--- src/rtl/as_lut_access_arb_if.sv ---
`default_nettype none
// ============================================================================
// as_lut_access_arb_if : one requester's LUT access handshake and fields
// Rev 1.0
// ============================================================================
interface as_lut_access_arb_if #(
  parameter int LUT_DEPTH_BITS    = 4,
  parameter int NUM_OUTPUT_QUEUES = 8
);
  logic                         req;
  logic                         rd_wr_L;
  logic [LUT_DEPTH_BITS-1:0]    addr;
  logic [NUM_OUTPUT_QUEUES-1:0] wr_oq;
  logic                         wr_protect;
  logic [47:0]                  wr_mac;
  logic                         ack;
  logic                         err;

  modport master (output req, rd_wr_L, addr, wr_oq, wr_protect, wr_mac,
                  input  ack, err);
  modport slave  (input  req, rd_wr_L, addr, wr_oq, wr_protect, wr_mac,
                  output ack, err);
endinterface
`default_nettype wire

--- src/rtl/as_lut_access_arb.sv ---
`default_nettype none
// ============================================================================
// as_lut_access_arb : round-robin arbiter/sequencer for the MAC CAM LUT ports
// Rev 1.0
// ============================================================================
module as_lut_access_arb #(
  parameter int LUT_DEPTH_BITS    = 4,
  parameter int NUM_OUTPUT_QUEUES = 8,
  parameter int TIMEOUT_CYCLES    = 64
) (
  input  logic                         clk,
  input  logic                         reset,
  as_lut_access_arb_if.slave           port0,
  as_lut_access_arb_if.slave           port1,
  output logic [NUM_OUTPUT_QUEUES-1:0] rd_oq,
  output logic                         rd_wr_protect,
  output logic [47:0]                  rd_mac,
  output logic [LUT_DEPTH_BITS-1:0]    lut_rd_addr,
  output logic                         lut_rd_req,
  input  logic [NUM_OUTPUT_QUEUES-1:0] lut_rd_oq,
  input  logic                         lut_rd_wr_protect,
  input  logic [47:0]                  lut_rd_mac,
  input  logic                         lut_rd_ack,
  output logic [LUT_DEPTH_BITS-1:0]    lut_wr_addr,
  output logic                         lut_wr_req,
  output logic [NUM_OUTPUT_QUEUES-1:0] lut_wr_oq,
  output logic                         lut_wr_protect,
  output logic [47:0]                  lut_wr_mac,
  input  logic                         lut_wr_ack,
  output logic [7:0]                   timeout_cnt,
  output logic                         busy
);
  localparam int TW = $clog2(TIMEOUT_CYCLES);
  localparam logic [TW-1:0] TMAX = TW'(TIMEOUT_CYCLES - 1);

  typedef enum logic [1:0] {IDLE = 2'd0, ISSUE = 2'd1, DRAIN = 2'd2} state_t;

  state_t                       state, state_nx;
  logic [TW-1:0]                timer, timer_nx;
  logic                         gnt, gnt_nx, last_grant, last_grant_nx;
  logic                         is_rd, is_rd_nx;
  logic [LUT_DEPTH_BITS-1:0]    addr_q, addr_nx;
  logic [NUM_OUTPUT_QUEUES-1:0] oq_q, oq_nx;
  logic                         prot_q, prot_nx;
  logic [47:0]                  mac_q, mac_nx;
  logic                         lut_rd_req_nx, lut_wr_req_nx;
  logic [NUM_OUTPUT_QUEUES-1:0] rd_oq_nx;
  logic                         rd_prot_nx;
  logic [47:0]                  rd_mac_nx;
  logic [7:0]                   tcnt_nx;
  logic [1:0]                   ack_q, ack_nx, err_q, err_nx;
  logic                         busy_nx, done, timed_out;
  logic                         any_req, sel, lut_ack;

  // Round-robin only matters on a tie; a lone requester always wins.
  assign any_req = port0.req | port1.req;
  assign sel     = (port0.req & port1.req) ? ~last_grant : port1.req;
  assign lut_ack = is_rd ? lut_rd_ack : lut_wr_ack;

  assign lut_rd_addr    = addr_q;
  assign lut_wr_addr    = addr_q;
  assign lut_wr_oq      = oq_q;
  assign lut_wr_protect = prot_q;
  assign lut_wr_mac     = mac_q;
  assign port0.ack      = ack_q[0];
  assign port0.err      = err_q[0];
  assign port1.ack      = ack_q[1];
  assign port1.err      = err_q[1];

  always_comb begin
    state_nx      = state;
    timer_nx      = timer;
    gnt_nx        = gnt;
    last_grant_nx = last_grant;
    is_rd_nx      = is_rd;
    addr_nx       = addr_q;
    oq_nx         = oq_q;
    prot_nx       = prot_q;
    mac_nx        = mac_q;
    lut_rd_req_nx = lut_rd_req;
    lut_wr_req_nx = lut_wr_req;
    rd_oq_nx      = rd_oq;
    rd_prot_nx    = rd_wr_protect;
    rd_mac_nx     = rd_mac;
    tcnt_nx       = timeout_cnt;
    ack_nx        = 2'b00;
    err_nx        = 2'b00;
    done          = 1'b0;
    timed_out     = 1'b0;
    case (state)
      IDLE: begin
        if (any_req) begin
          gnt_nx        = sel;
          last_grant_nx = sel;
          is_rd_nx      = sel ? port1.rd_wr_L    : port0.rd_wr_L;
          addr_nx       = sel ? port1.addr       : port0.addr;
          oq_nx         = sel ? port1.wr_oq      : port0.wr_oq;
          prot_nx       = sel ? port1.wr_protect : port0.wr_protect;
          mac_nx        = sel ? port1.wr_mac     : port0.wr_mac;
          lut_rd_req_nx = is_rd_nx;
          lut_wr_req_nx = ~is_rd_nx;
          timer_nx      = '0;
          state_nx      = ISSUE;
        end
      end
      ISSUE: begin
        if (lut_ack) begin
          if (is_rd) begin
            rd_oq_nx   = lut_rd_oq;
            rd_prot_nx = lut_rd_wr_protect;
            rd_mac_nx  = lut_rd_mac;
          end
          lut_rd_req_nx = 1'b0;
          lut_wr_req_nx = 1'b0;
          timer_nx      = '0;
          state_nx      = DRAIN;
        end else if (timer == TMAX) begin
          lut_rd_req_nx = 1'b0;
          lut_wr_req_nx = 1'b0;
          done          = 1'b1;
          timed_out     = 1'b1;
        end else begin
          timer_nx = timer + 1'b1;
        end
      end
      DRAIN: begin
        if (!lut_ack) begin
          done = 1'b1;
        end else if (timer == TMAX) begin
          done      = 1'b1;
          timed_out = 1'b1;
        end else begin
          timer_nx = timer + 1'b1;
        end
      end
      default: state_nx = IDLE;
    endcase
    if (done) begin
      ack_nx[gnt] = 1'b1;
      err_nx[gnt] = timed_out;
      state_nx    = IDLE;
      if (timed_out && timeout_cnt != 8'hFF)
        tcnt_nx = timeout_cnt + 8'd1;
    end
    busy_nx = (state_nx != IDLE);
  end

  always_ff @(posedge clk) begin
    if (reset) begin
      state         <= IDLE;
      timer         <= '0;
      gnt           <= 1'b0;
      last_grant    <= 1'b1;
      is_rd         <= 1'b0;
      addr_q        <= '0;
      oq_q          <= '0;
      prot_q        <= 1'b0;
      mac_q         <= '0;
      lut_rd_req    <= 1'b0;
      lut_wr_req    <= 1'b0;
      rd_oq         <= '0;
      rd_wr_protect <= 1'b0;
      rd_mac        <= '0;
      timeout_cnt   <= '0;
      ack_q         <= 2'b00;
      err_q         <= 2'b00;
      busy          <= 1'b0;
    end else begin
      state         <= state_nx;
      timer         <= timer_nx;
      gnt           <= gnt_nx;
      last_grant    <= last_grant_nx;
      is_rd         <= is_rd_nx;
      addr_q        <= addr_nx;
      oq_q          <= oq_nx;
      prot_q        <= prot_nx;
      mac_q         <= mac_nx;
      lut_rd_req    <= lut_rd_req_nx;
      lut_wr_req    <= lut_wr_req_nx;
      rd_oq         <= rd_oq_nx;
      rd_wr_protect <= rd_prot_nx;
      rd_mac        <= rd_mac_nx;
      timeout_cnt   <= tcnt_nx;
      ack_q         <= ack_nx;
      err_q         <= err_nx;
      busy          <= busy_nx;
    end
  end
endmodule
`default_nettype wire

--- src/flat_wrapper.sv ---
// flat-port wrapper written by rule: the top's interface ports become plain ports
module as_lut_access_arb_flat 
#(
  parameter int LUT_DEPTH_BITS    = 4,
  parameter int NUM_OUTPUT_QUEUES = 8,
  parameter int TIMEOUT_CYCLES    = 64
)
  (clk, reset, rd_oq, rd_wr_protect, rd_mac, lut_rd_addr, lut_rd_req, lut_rd_oq, lut_rd_wr_protect, lut_rd_mac, lut_rd_ack, lut_wr_addr, lut_wr_req, lut_wr_oq, lut_wr_protect, lut_wr_mac, lut_wr_ack, timeout_cnt, busy, port0_req, port0_rd_wr_L, port0_addr, port0_wr_oq, port0_wr_protect, port0_wr_mac, port0_ack, port0_err, port1_req, port1_rd_wr_L, port1_addr, port1_wr_oq, port1_wr_protect, port1_wr_mac, port1_ack, port1_err);
  as_lut_access_arb_if #(.LUT_DEPTH_BITS(LUT_DEPTH_BITS), .NUM_OUTPUT_QUEUES(NUM_OUTPUT_QUEUES)) port0_i ();
  as_lut_access_arb_if #(.LUT_DEPTH_BITS(LUT_DEPTH_BITS), .NUM_OUTPUT_QUEUES(NUM_OUTPUT_QUEUES)) port1_i ();
  input  logic clk;
  input  logic reset;
  output logic [NUM_OUTPUT_QUEUES-1:0] rd_oq;
  output logic rd_wr_protect;
  output logic [47:0] rd_mac;
  output logic [LUT_DEPTH_BITS-1:0] lut_rd_addr;
  output logic lut_rd_req;
  input  logic [NUM_OUTPUT_QUEUES-1:0] lut_rd_oq;
  input  logic lut_rd_wr_protect;
  input  logic [47:0] lut_rd_mac;
  input  logic lut_rd_ack;
  output logic [LUT_DEPTH_BITS-1:0] lut_wr_addr;
  output logic lut_wr_req;
  output logic [NUM_OUTPUT_QUEUES-1:0] lut_wr_oq;
  output logic lut_wr_protect;
  output logic [47:0] lut_wr_mac;
  input  logic lut_wr_ack;
  output logic [7:0] timeout_cnt;
  output logic busy;
  input wire logic [$bits(port0_i.req)-1:0] port0_req;
  input wire logic [$bits(port0_i.rd_wr_L)-1:0] port0_rd_wr_L;
  input wire logic [$bits(port0_i.addr)-1:0] port0_addr;
  input wire logic [$bits(port0_i.wr_oq)-1:0] port0_wr_oq;
  input wire logic [$bits(port0_i.wr_protect)-1:0] port0_wr_protect;
  input wire logic [$bits(port0_i.wr_mac)-1:0] port0_wr_mac;
  output wire logic [$bits(port0_i.ack)-1:0] port0_ack;
  output wire logic [$bits(port0_i.err)-1:0] port0_err;
  input wire logic [$bits(port1_i.req)-1:0] port1_req;
  input wire logic [$bits(port1_i.rd_wr_L)-1:0] port1_rd_wr_L;
  input wire logic [$bits(port1_i.addr)-1:0] port1_addr;
  input wire logic [$bits(port1_i.wr_oq)-1:0] port1_wr_oq;
  input wire logic [$bits(port1_i.wr_protect)-1:0] port1_wr_protect;
  input wire logic [$bits(port1_i.wr_mac)-1:0] port1_wr_mac;
  output wire logic [$bits(port1_i.ack)-1:0] port1_ack;
  output wire logic [$bits(port1_i.err)-1:0] port1_err;
  assign port0_i.req = port0_req;
  assign port0_i.rd_wr_L = port0_rd_wr_L;
  assign port0_i.addr = port0_addr;
  assign port0_i.wr_oq = port0_wr_oq;
  assign port0_i.wr_protect = port0_wr_protect;
  assign port0_i.wr_mac = port0_wr_mac;
  assign port0_ack = port0_i.ack;
  assign port0_err = port0_i.err;
  assign port1_i.req = port1_req;
  assign port1_i.rd_wr_L = port1_rd_wr_L;
  assign port1_i.addr = port1_addr;
  assign port1_i.wr_oq = port1_wr_oq;
  assign port1_i.wr_protect = port1_wr_protect;
  assign port1_i.wr_mac = port1_wr_mac;
  assign port1_ack = port1_i.ack;
  assign port1_err = port1_i.err;
  as_lut_access_arb #(.LUT_DEPTH_BITS(LUT_DEPTH_BITS), .NUM_OUTPUT_QUEUES(NUM_OUTPUT_QUEUES), .TIMEOUT_CYCLES(TIMEOUT_CYCLES)) u_core (.clk(clk), .reset(reset), .port0(port0_i), .port1(port1_i), .rd_oq(rd_oq), .rd_wr_protect(rd_wr_protect), .rd_mac(rd_mac), .lut_rd_addr(lut_rd_addr), .lut_rd_req(lut_rd_req), .lut_rd_oq(lut_rd_oq), .lut_rd_wr_protect(lut_rd_wr_protect), .lut_rd_mac(lut_rd_mac), .lut_rd_ack(lut_rd_ack), .lut_wr_addr(lut_wr_addr), .lut_wr_req(lut_wr_req), .lut_wr_oq(lut_wr_oq), .lut_wr_protect(lut_wr_protect), .lut_wr_mac(lut_wr_mac), .lut_wr_ack(lut_wr_ack), .timeout_cnt(timeout_cnt), .busy(busy));
endmodule
--- config.mk ---
export PLATFORM = sky130hd
export DESIGN_NAME = as_lut_access_arb_flat
export DESIGN_NICKNAME = d
export VERILOG_FILES = /design/src/rtl/as_lut_access_arb_if.sv /design/src/rtl/as_lut_access_arb.sv /design/src/flat_wrapper.sv
export SDC_FILE = /design/constraint.sdc
export NUM_CORES = 1
export LEC_CHECK = 0
export BUFFER_PORTS_ARGS = -buffer_cell sky130_fd_sc_hd__buf_4
export CORE_AREA = 2 2 126 128
export DETAILED_ROUTE_END_ITERATION = 8
export DIE_AREA = 0 0 128 130
export PLACE_DENSITY = 0.79
export SLEW_MARGIN = 10
export SYNTH_ARGS = -nofsm -noshare
export SYNTH_HDL_FRONTEND = slang
export SYNTH_SLANG_ARGS = --single-unit
--- constraint.sdc ---
create_clock -name clk -period 2.6 [get_ports clk]
set_input_delay 0.52 -clock clk [delete_from_list [all_inputs] [get_ports clk]]
set_output_delay 0.52 -clock clk [all_outputs]
set_load 0.03 [all_outputs]
==> results.cfg, run 1 <==
[timing]
worst_slew_pin_slew_ns = 0.647
final_critical_path_setup_slack_ns = 0.466
finalSetupViolCount = 0
finClkSkew_ns = 0.00873
timing.final.crit_period_ns = 2.13
final.setup.tns_ns = 0
rsz0062_at_grt = no
timing.fmax_mhz = 469
final.period_utilization_pct = 82.1
whs_ns = 0.352
drv_slew = 0
slew-limit-headroom_pct = 56.4
finalHoldViolations = 0

[floorplan]
die_h_um = 130
die_w_um = 128
pin_count = 324
coreArea_sq_um = 15400
die_area_sq_um = 16600
start_util_pct = 38.7
placement_rows = 46

[global_route]
grt.overflow.total = 0
grt_antenna_before_repair = 1
grt_start_max_net_pins = 62
grt.total_usage_pct = 19.7
first_pass_grt_wire_length_um = 26100
first_global_vias = 5256

[worst_hold_path]
worst_hold_path_type = input pin to register
min_path_cells = 3

[critical_path]
end_kind = register
timing.critical_path.from = u_core.state[1]
crit-reg2reg-launch = u_core.state[1]
worst_path_max_delay_cell = sky130_fd_sc_hd__dfxtp_1
r2r_cells = 7
worstPathRequired_ns = 2.93
cp.buffers_inverters = 1
worst_path_largest_cell_delay_ns = 0.40
rr_endpoint = u_core.timer[0]
cp_top_family = simple AND/OR/NAND/NOR gates
critPathArrivalTime_ns = 2.46
crit_cells = 7
regToRegSetupSlack_ns = 0.47
worst-path-max-fanout = 8
criticalPathCategory = register to register
cp-endpoint = u_core.timer[0]
crit_path_start_kind = register
path_cells = inv_1 > ha_1 > nor3b_1 > or2_2 > a21oi_1 > nand3_1 > o22ai_1

[cts]
cts_root_buf = sky130_fd_sc_hd__clkbuf_16
cts_inserted_buffers = 17
ctsResizeCount = 0
cts_tree = done
cts_setup_buffers = 0
cts_max_path_buffers = 2
cts_num_sinks = 144
deepest_level_of_the_cts_h_tree = 4
clk_pin_slew_worst_paths_ns = 0.06
cts.hold.buffers_added = 0
worstSkewPairLatency_ns = 0.41

[synthesis]
synth.distinct_cells = 51
syn-cell-area_sq_um = 5980
synth_flop_cell = sky130_fd_sc_hd__dfxtp_1
syn-num-nets = 866
total_of_flip_flops_plus_latches_after_synthesis = 144
synth-seq-area-share_pct = 48.2
synth_enable_flop_cells = 0
postSynth.asyncResetShare_pct = 0
total_of_warnings_raised_by_yosys = 0
synth.avg_cell_area_sq_um = 8.89
syn_inst = 672

[power_and_ir_drop]
power.static_leakage_nw = 4.04
sequentialPowerShare_pct = 34.0
power_density_nw_per_um2 = 916
sw_frac_of_total_pct = 36.3
worst_ir_drop_vdd_mv = 0.546
combPwrFrac_pct = 36.8
power.switching_mw = 3.04
internal_power_mw = 5.34
pwr-share-clk_pct = 29.2

[route]
initialDrtViolationCount = 202
routed_wire_length_per_instance_um = 14.6
final_antenna_net_count = 0
first_pass_iters = 4
drt-vias-per-instance = 4.93
wl_um = 17200
vias = 5803
drc = 0

[finish]
area_growth_syn_to_layout_pct = 53.1
cell_area_after_layout_sq_um = 9150
fillers = 1385
finish.net_count = 1165
final_layout_size_suffix_gt1_share_pct = 38.5

[placement]
place.port_buffers = 323
dp_hpwl_um = 12800
place_congestion = 0.815
setup_slack_after_placement_ns = 0.489
post_dp_cell_area_sq_um = 8560

[outcome]
run_status = finished clean

[run]
cap_viol_max_count = 0
layer usage:
layer	up-vias	GRT usage (%)	routed length [um]
met3	12	7.18	1510
met1	2644	23.6	7060
met5	-	0	0
li1	2934	-	-
met2	213	33.0	8500
met4	0	6.59	165
sequential cells by signal, indices dropped and copies added (netlist names):
register / flops
u_core.gnt: 1
u_core.rd_wr_protect: 1
u_core.lut_rd_addr: 4
u_core.lut_rd_req: 1
u_core.busy: 1
u_core.lut_wr_req: 1
u_core.lut_wr_mac: 48
u_core.ack_q: 2
u_core.err_q: 2
u_core.lut_wr_protect: 1
u_core.timeout_cnt: 8
u_core.rd_oq: 8
u_core.state: 2
u_core.is_rd: 1
u_core.last_grant: 1
u_core.rd_mac: 48
u_core.timer: 6
u_core.lut_wr_oq: 8
through the flow:
stage | utilization, % | total power, mW | cells
after floorplan | - | 4.85 | 672
after global placement | 55.5 | 5.94 | 1144
after detailed placement | 55.5 | 5.99 | 1144
after CTS | 59.3 | 8.47 | 1176
after global routing | 59.3 | 8.83 | 1177
final | 59.3 | 8.39 | 1177
Yosys cell counts, types with 4 or more instances:
cell type | instances | share of area (%)
sky130_fd_sc_hd__a211oi_1 | 63 | 7.9
sky130_fd_sc_hd__a21oi_1 | 67 | 5.6
sky130_fd_sc_hd__buf_1 | 8 | 0.50
sky130_fd_sc_hd__buf_2 | 6 | 0.50
sky130_fd_sc_hd__buf_4 | 4 | 0.50
sky130_fd_sc_hd__clkbuf_1 | 31 | 1.9
sky130_fd_sc_hd__dfxtp_1 | 144 | 48
sky130_fd_sc_hd__ha_1 | 7 | 1.5
sky130_fd_sc_hd__inv_1 | 6 | 0.38
sky130_fd_sc_hd__mux2i_1 | 64 | 11
sky130_fd_sc_hd__nand2_1 | 123 | 7.7
sky130_fd_sc_hd__nand3_1 | 10 | 0.84
sky130_fd_sc_hd__nor2_1 | 75 | 4.7
sky130_fd_sc_hd__nor2b_1 | 4 | 0.42
sky130_fd_sc_hd__xnor2_1 | 5 | 0.73
worst min-delay path by stage:
stage	from	end
detailed placement	u_core.rd_mac[31]	u_core.rd_mac[31]
global placement	u_core.rd_mac[3]	u_core.rd_mac[3]
CTS	lut_rd_oq[6]	u_core.rd_oq[6]
finish	lut_rd_mac[18]	u_core.rd_mac[18]
global route	lut_rd_mac[41]	u_core.rd_mac[41]
floorplan	u_core.gnt	u_core.ack_q[0]
cells by family (layout without fill, tap and decap cells):
logic type	count (synthesis)	in the layout	share of synthesized area, %
multiplexers	67	67	11.7
adder cells (fa/ha/maj)	7	7	1.47
buffers and inverters	59	371	4.50
AND/OR/NAND/NOR	243	243	17.7
AO/OA/AOI/OAI	147	147	15.7
other	0	1	0
flip-flops	144	144	48.2
XOR/XNOR	5	5	0.733
worst min-delay path, cell delays in order:
cell                      delay [ns]
sky130_fd_sc_hd__buf_4          0.11
sky130_fd_sc_hd__nand2_1        0.04
sky130_fd_sc_hd__a21oi_1        0.05
layout make-up:
type / count / area, sq um / area share [%]
clock inverter: 14 / 164 / 1.79
inverter: 6 / 22.5 / 0.246
multi-input combinational: 469 / 2850 / 31.1
clock buffer: 18 / 429 / 4.69
sequential: 144 / 2880 / 31.5
timing repair buffer: 333 / 2560 / 28.0
tap: 192 / 240 / 2.63
antenna: 1 / 2.50 / 0.0273
power by group through the flow:
stage	clock (mW)	sequential [mW]	combinational (mW)
after floorplan	0	3.57	1.28
after global placement	0	2.87	3.06
after detailed placement	0	2.89	3.11
after CTS	2.51	2.85	3.11
after global routing	2.59	2.90	3.34
final	2.45	2.85	3.09
cell usage in the layout (no fill, tap or decap), types with 3 or more instances in the layout:
cell,instances
sky130_fd_sc_hd__xnor2_1,5
sky130_fd_sc_hd__and4_1,3
sky130_fd_sc_hd__nand2b_1,3
sky130_fd_sc_hd__clkinv_2,5
sky130_fd_sc_hd__nor2b_1,4
sky130_fd_sc_hd__nand2_1,123
sky130_fd_sc_hd__a21o_1,3
sky130_fd_sc_hd__a21oi_1,67
sky130_fd_sc_hd__inv_1,6
sky130_fd_sc_hd__nor4_1,3
sky130_fd_sc_hd__mux2i_1,64
sky130_fd_sc_hd__clkbuf_16,17
sky130_fd_sc_hd__buf_4,328
sky130_fd_sc_hd__nor2_1,75
sky130_fd_sc_hd__nand3_1,9
sky130_fd_sc_hd__dfxtp_1,144
sky130_fd_sc_hd__ha_1,7
sky130_fd_sc_hd__nor3_1,3
sky130_fd_sc_hd__clkinvlp_4,3
sky130_fd_sc_hd__buf_12,5
sky130_fd_sc_hd__bufinv_16,3
sky130_fd_sc_hd__a211oi_1,63
No activity file was read; power rests on OpenSTA's default activity.
==> run 2: changes to the inputs <==
- ABC_AREA: default -> 1
- CORE_AREA: 2 2 126 128 -> default
- CORE_MARGIN: default -> 2
- CORE_UTILIZATION: default -> 41
- DIE_AREA: 0 0 128 130 -> default
- PLACE_DENSITY: 0.79 -> 0.84
- clock period: 2.6 -> 1.8 ns (I/O delays scaled with it)
==> results.cfg, run 2 <==
[critical_path]
crit-reg2reg-launch = u_core.state[0]
worst-path-max-fanout = 40
worst_path_max_delay_cell = sky130_fd_sc_hd__dfxtp_1
criticalPathCategory = register to register
r2r_cells = 8
path_cells = inv_1 > ha_2 > inv_2 > nor2_4 > buf_12 > buf_4 > o21ai_0 > a31oi_1
critPathArrivalTime_ns = 2.02
cp_top_family = buffers and inverters
crit_path_start_kind = register
cp.buffers_inverters = 4
regToRegSetupSlack_ns = 0.12
worstPathRequired_ns = 2.14
worst_path_largest_cell_delay_ns = 0.35
rr_endpoint = u_core.lut_wr_mac[18]
end_kind = register
crit_cells = 8

[cts]
clk_pin_slew_worst_paths_ns = 0.07
worstSkewPairLatency_ns = 0.42
cts_tree = done
cts_max_path_buffers = 2
cts_num_sinks = 144
cts_inserted_buffers = 17
cts_root_buf = sky130_fd_sc_hd__clkbuf_16
cts.hold.buffers_added = 0
deepest_level_of_the_cts_h_tree = 4

[floorplan]
start_util_pct = 41.6
placement_rows = 44
coreArea_sq_um = 14400
pin_count = 324
die_area_sq_um = 15600
die_h_um = 125
die_w_um = 125

[synthesis]
synth_area_leaders = sky130_fd_sc_hd__dfxtp_1 48%, sky130_fd_sc_hd__nand2_1 10%, sky130_fd_sc_hd__o21ai_0 10%, sky130_fd_sc_hd__a31oi_1 6.4%, sky130_fd_sc_hd__a21oi_1 6.1%
syn_inst = 782
syn-num-nets = 976
synth_flop_cell = sky130_fd_sc_hd__dfxtp_1
synth.largest_area_cell = sky130_fd_sc_hd__dfxtp_1
total_of_warnings_raised_by_yosys = 0
synthTopCellsByCount = 166 x sky130_fd_sc_hd__nand2_1, 144 x sky130_fd_sc_hd__dfxtp_1, 120 x sky130_fd_sc_hd__o21ai_0, 78 x sky130_fd_sc_hd__inv_1, 73 x sky130_fd_sc_hd__a21oi_1
yosys.area.top_type_share_pct = 48.0
postSynth.asyncResetShare_pct = 0
synth.distinct_cells = 33
total_of_flip_flops_plus_latches_after_synthesis = 144
post-synth-top-count-cell = sky130_fd_sc_hd__nand2_1
synth_enable_flop_cells = 0
synth.avg_cell_area_sq_um = 7.68
synth-seq-area-share_pct = 48.0
syn-cell-area_sq_um = 6010

[global_route]
grt_start_max_net_pins = 59
grt.total_usage_pct = 23.4
first_pass_grt_wire_length_um = 29800
grt.overflow.total = 0
grt_antenna_before_repair = 0
first_global_vias = 6107

[timing]
worst_slew_pin_slew_ns = 0.404
final_critical_path_setup_slack_ns = 0.123
final.period_utilization_pct = 93.2
timing.final.crit_period_ns = 1.68
slew-limit-headroom_pct = 73.0
drv_slew = 0
finalSetupViolCount = 0
finClkSkew_ns = 0.0105
timing.fmax_mhz = 596
finalHoldViolations = 0
whs_ns = 0.198
rsz0062_at_grt = yes

[finish]
fillers = 1213
final_layout_size_suffix_gt1_share_pct = 36.7
area_growth_syn_to_layout_pct = 55.7
cell_area_after_layout_sq_um = 9350
final_cell_mix = 337 x sky130_fd_sc_hd__buf_4, 165 x sky130_fd_sc_hd__nand2_1, 143 x sky130_fd_sc_hd__dfxtp_1
finish.net_count = 1286
layout.cells.most_common = sky130_fd_sc_hd__buf_4
fin_util_pct = 64.8
ant_diodes = 0

[outcome]
run_status = finished clean

[power_and_ir_drop]
worst_ir_drop_vdd_mv = 0.914
power.total_mw = 13.0
power_density_nw_per_um2 = 1390
power.static_leakage_nw = 4.36

[placement]
place.port_buffers = 323
setup_slack_after_placement_ns = 0.0934
place_congestion = 0.814
post_dp_cell_area_sq_um = 8720
dp_hpwl_um = 14100

[route]
drt-vias-per-instance = 4.98
initialDrtViolationCount = 300
drc = 0
final_antenna_net_count = 0
first_pass_iters = 5
vias = 6422
wl_um = 19000
routed_wire_length_per_instance_um = 14.7

[worst_hold_path]
hold_start = port0_wr_mac[15]
hold-path-endpoint = u_core.lut_wr_mac[15]
worst_hold_path_type = input pin to register
min_path_cells = 3

[run]
cap_viol_max_count = 0
-- run 2: changes by cell type after synthesis, sizes merged, moves of 53 or more --
cell	change
mux2i	-66
o21ai	+126
inv	+77
a31oi	+59
nor2	-53
a211oi	-63
-- run 2: worst max path at each step --
stage	endpoint	from
after global placement	u_core.lut_wr_mac[15]	u_core.state[0]
after floorplan	u_core.timeout_cnt[6]	u_core.timeout_cnt[1]
after detailed placement	u_core.lut_wr_mac[15]	u_core.state[0]
after global routing	u_core.lut_wr_mac[2]	u_core.state[0]
after CTS	u_core.lut_wr_mac[18]	u_core.state[0]
final	u_core.lut_wr_mac[18]	u_core.state[0]
-- run 2: layer usage --
metal	vias up	routed length, um	track usage (%)
li1	3229	-	-
met1	2894	7480	27.1
met2	261	9440	40.6
met3	38	1590	7.74
met4	0	488	8.37
met5	-	0	0
-- run 2: power breakdown --
part	internal, mW	switching, mW	total [mW]
combinational	1.91	3.04	4.95
clock	2.36	1.39	3.75
sequential	3.88	0.400	4.28
-- run 2: metrics by stage --
| step | setup TNS [ns] | std cells |
|---|---|---|
| floorplan | 0 | 782 |
| global placement | 0 | 1257 |
| detailed placement | 0 | 1257 |
| CTS | 0 | 1289 |
| global route | -0.0100 | 1289 |
| finish | 0 | 1289 |
-- run 2: worst register-to-register path, stage by stage, from the launching register on --
cell and delay, ns:
sky130_fd_sc_hd__dfxtp_1 0.35, sky130_fd_sc_hd__inv_1 0.12, sky130_fd_sc_hd__ha_2 0.25, sky130_fd_sc_hd__inv_2 0.06, sky130_fd_sc_hd__nor2_4 0.13, sky130_fd_sc_hd__buf_12 0.23
sky130_fd_sc_hd__buf_4 0.23, sky130_fd_sc_hd__o21ai_0 0.09, sky130_fd_sc_hd__a31oi_1 0.16
-- run 2: timing repair --
action | CTS | global route
endpoints found under the setup margin | 0 | 47
buffers inserted | 0 | 0
gates resized for setup | 0 | 3
-- run 2: cells by family after synthesis --
logic type                 count (synthesis)  share of synthesized area [%]
AOI/OAI and AO/OA                        265                           23.5
xor gates and xnor gates                   5                          0.729
adders and majority gates                  7                           1.46
buffers and inverters                    140                           9.60
DFF                                      144                           48.0
and+or+nand+nor                          221                           16.7
-- run 2: area by class of cell --
class                      count  area (sq um)  area share, %
timing repair buffer         347          2730           29.2
inverter                      84           315           3.37
sequential                   144          2880           30.8
multi-input combinational    498          2560           27.4
clock buffer                  19           443           4.74
clock inverter                13           185           1.98
tap                          184           230           2.46
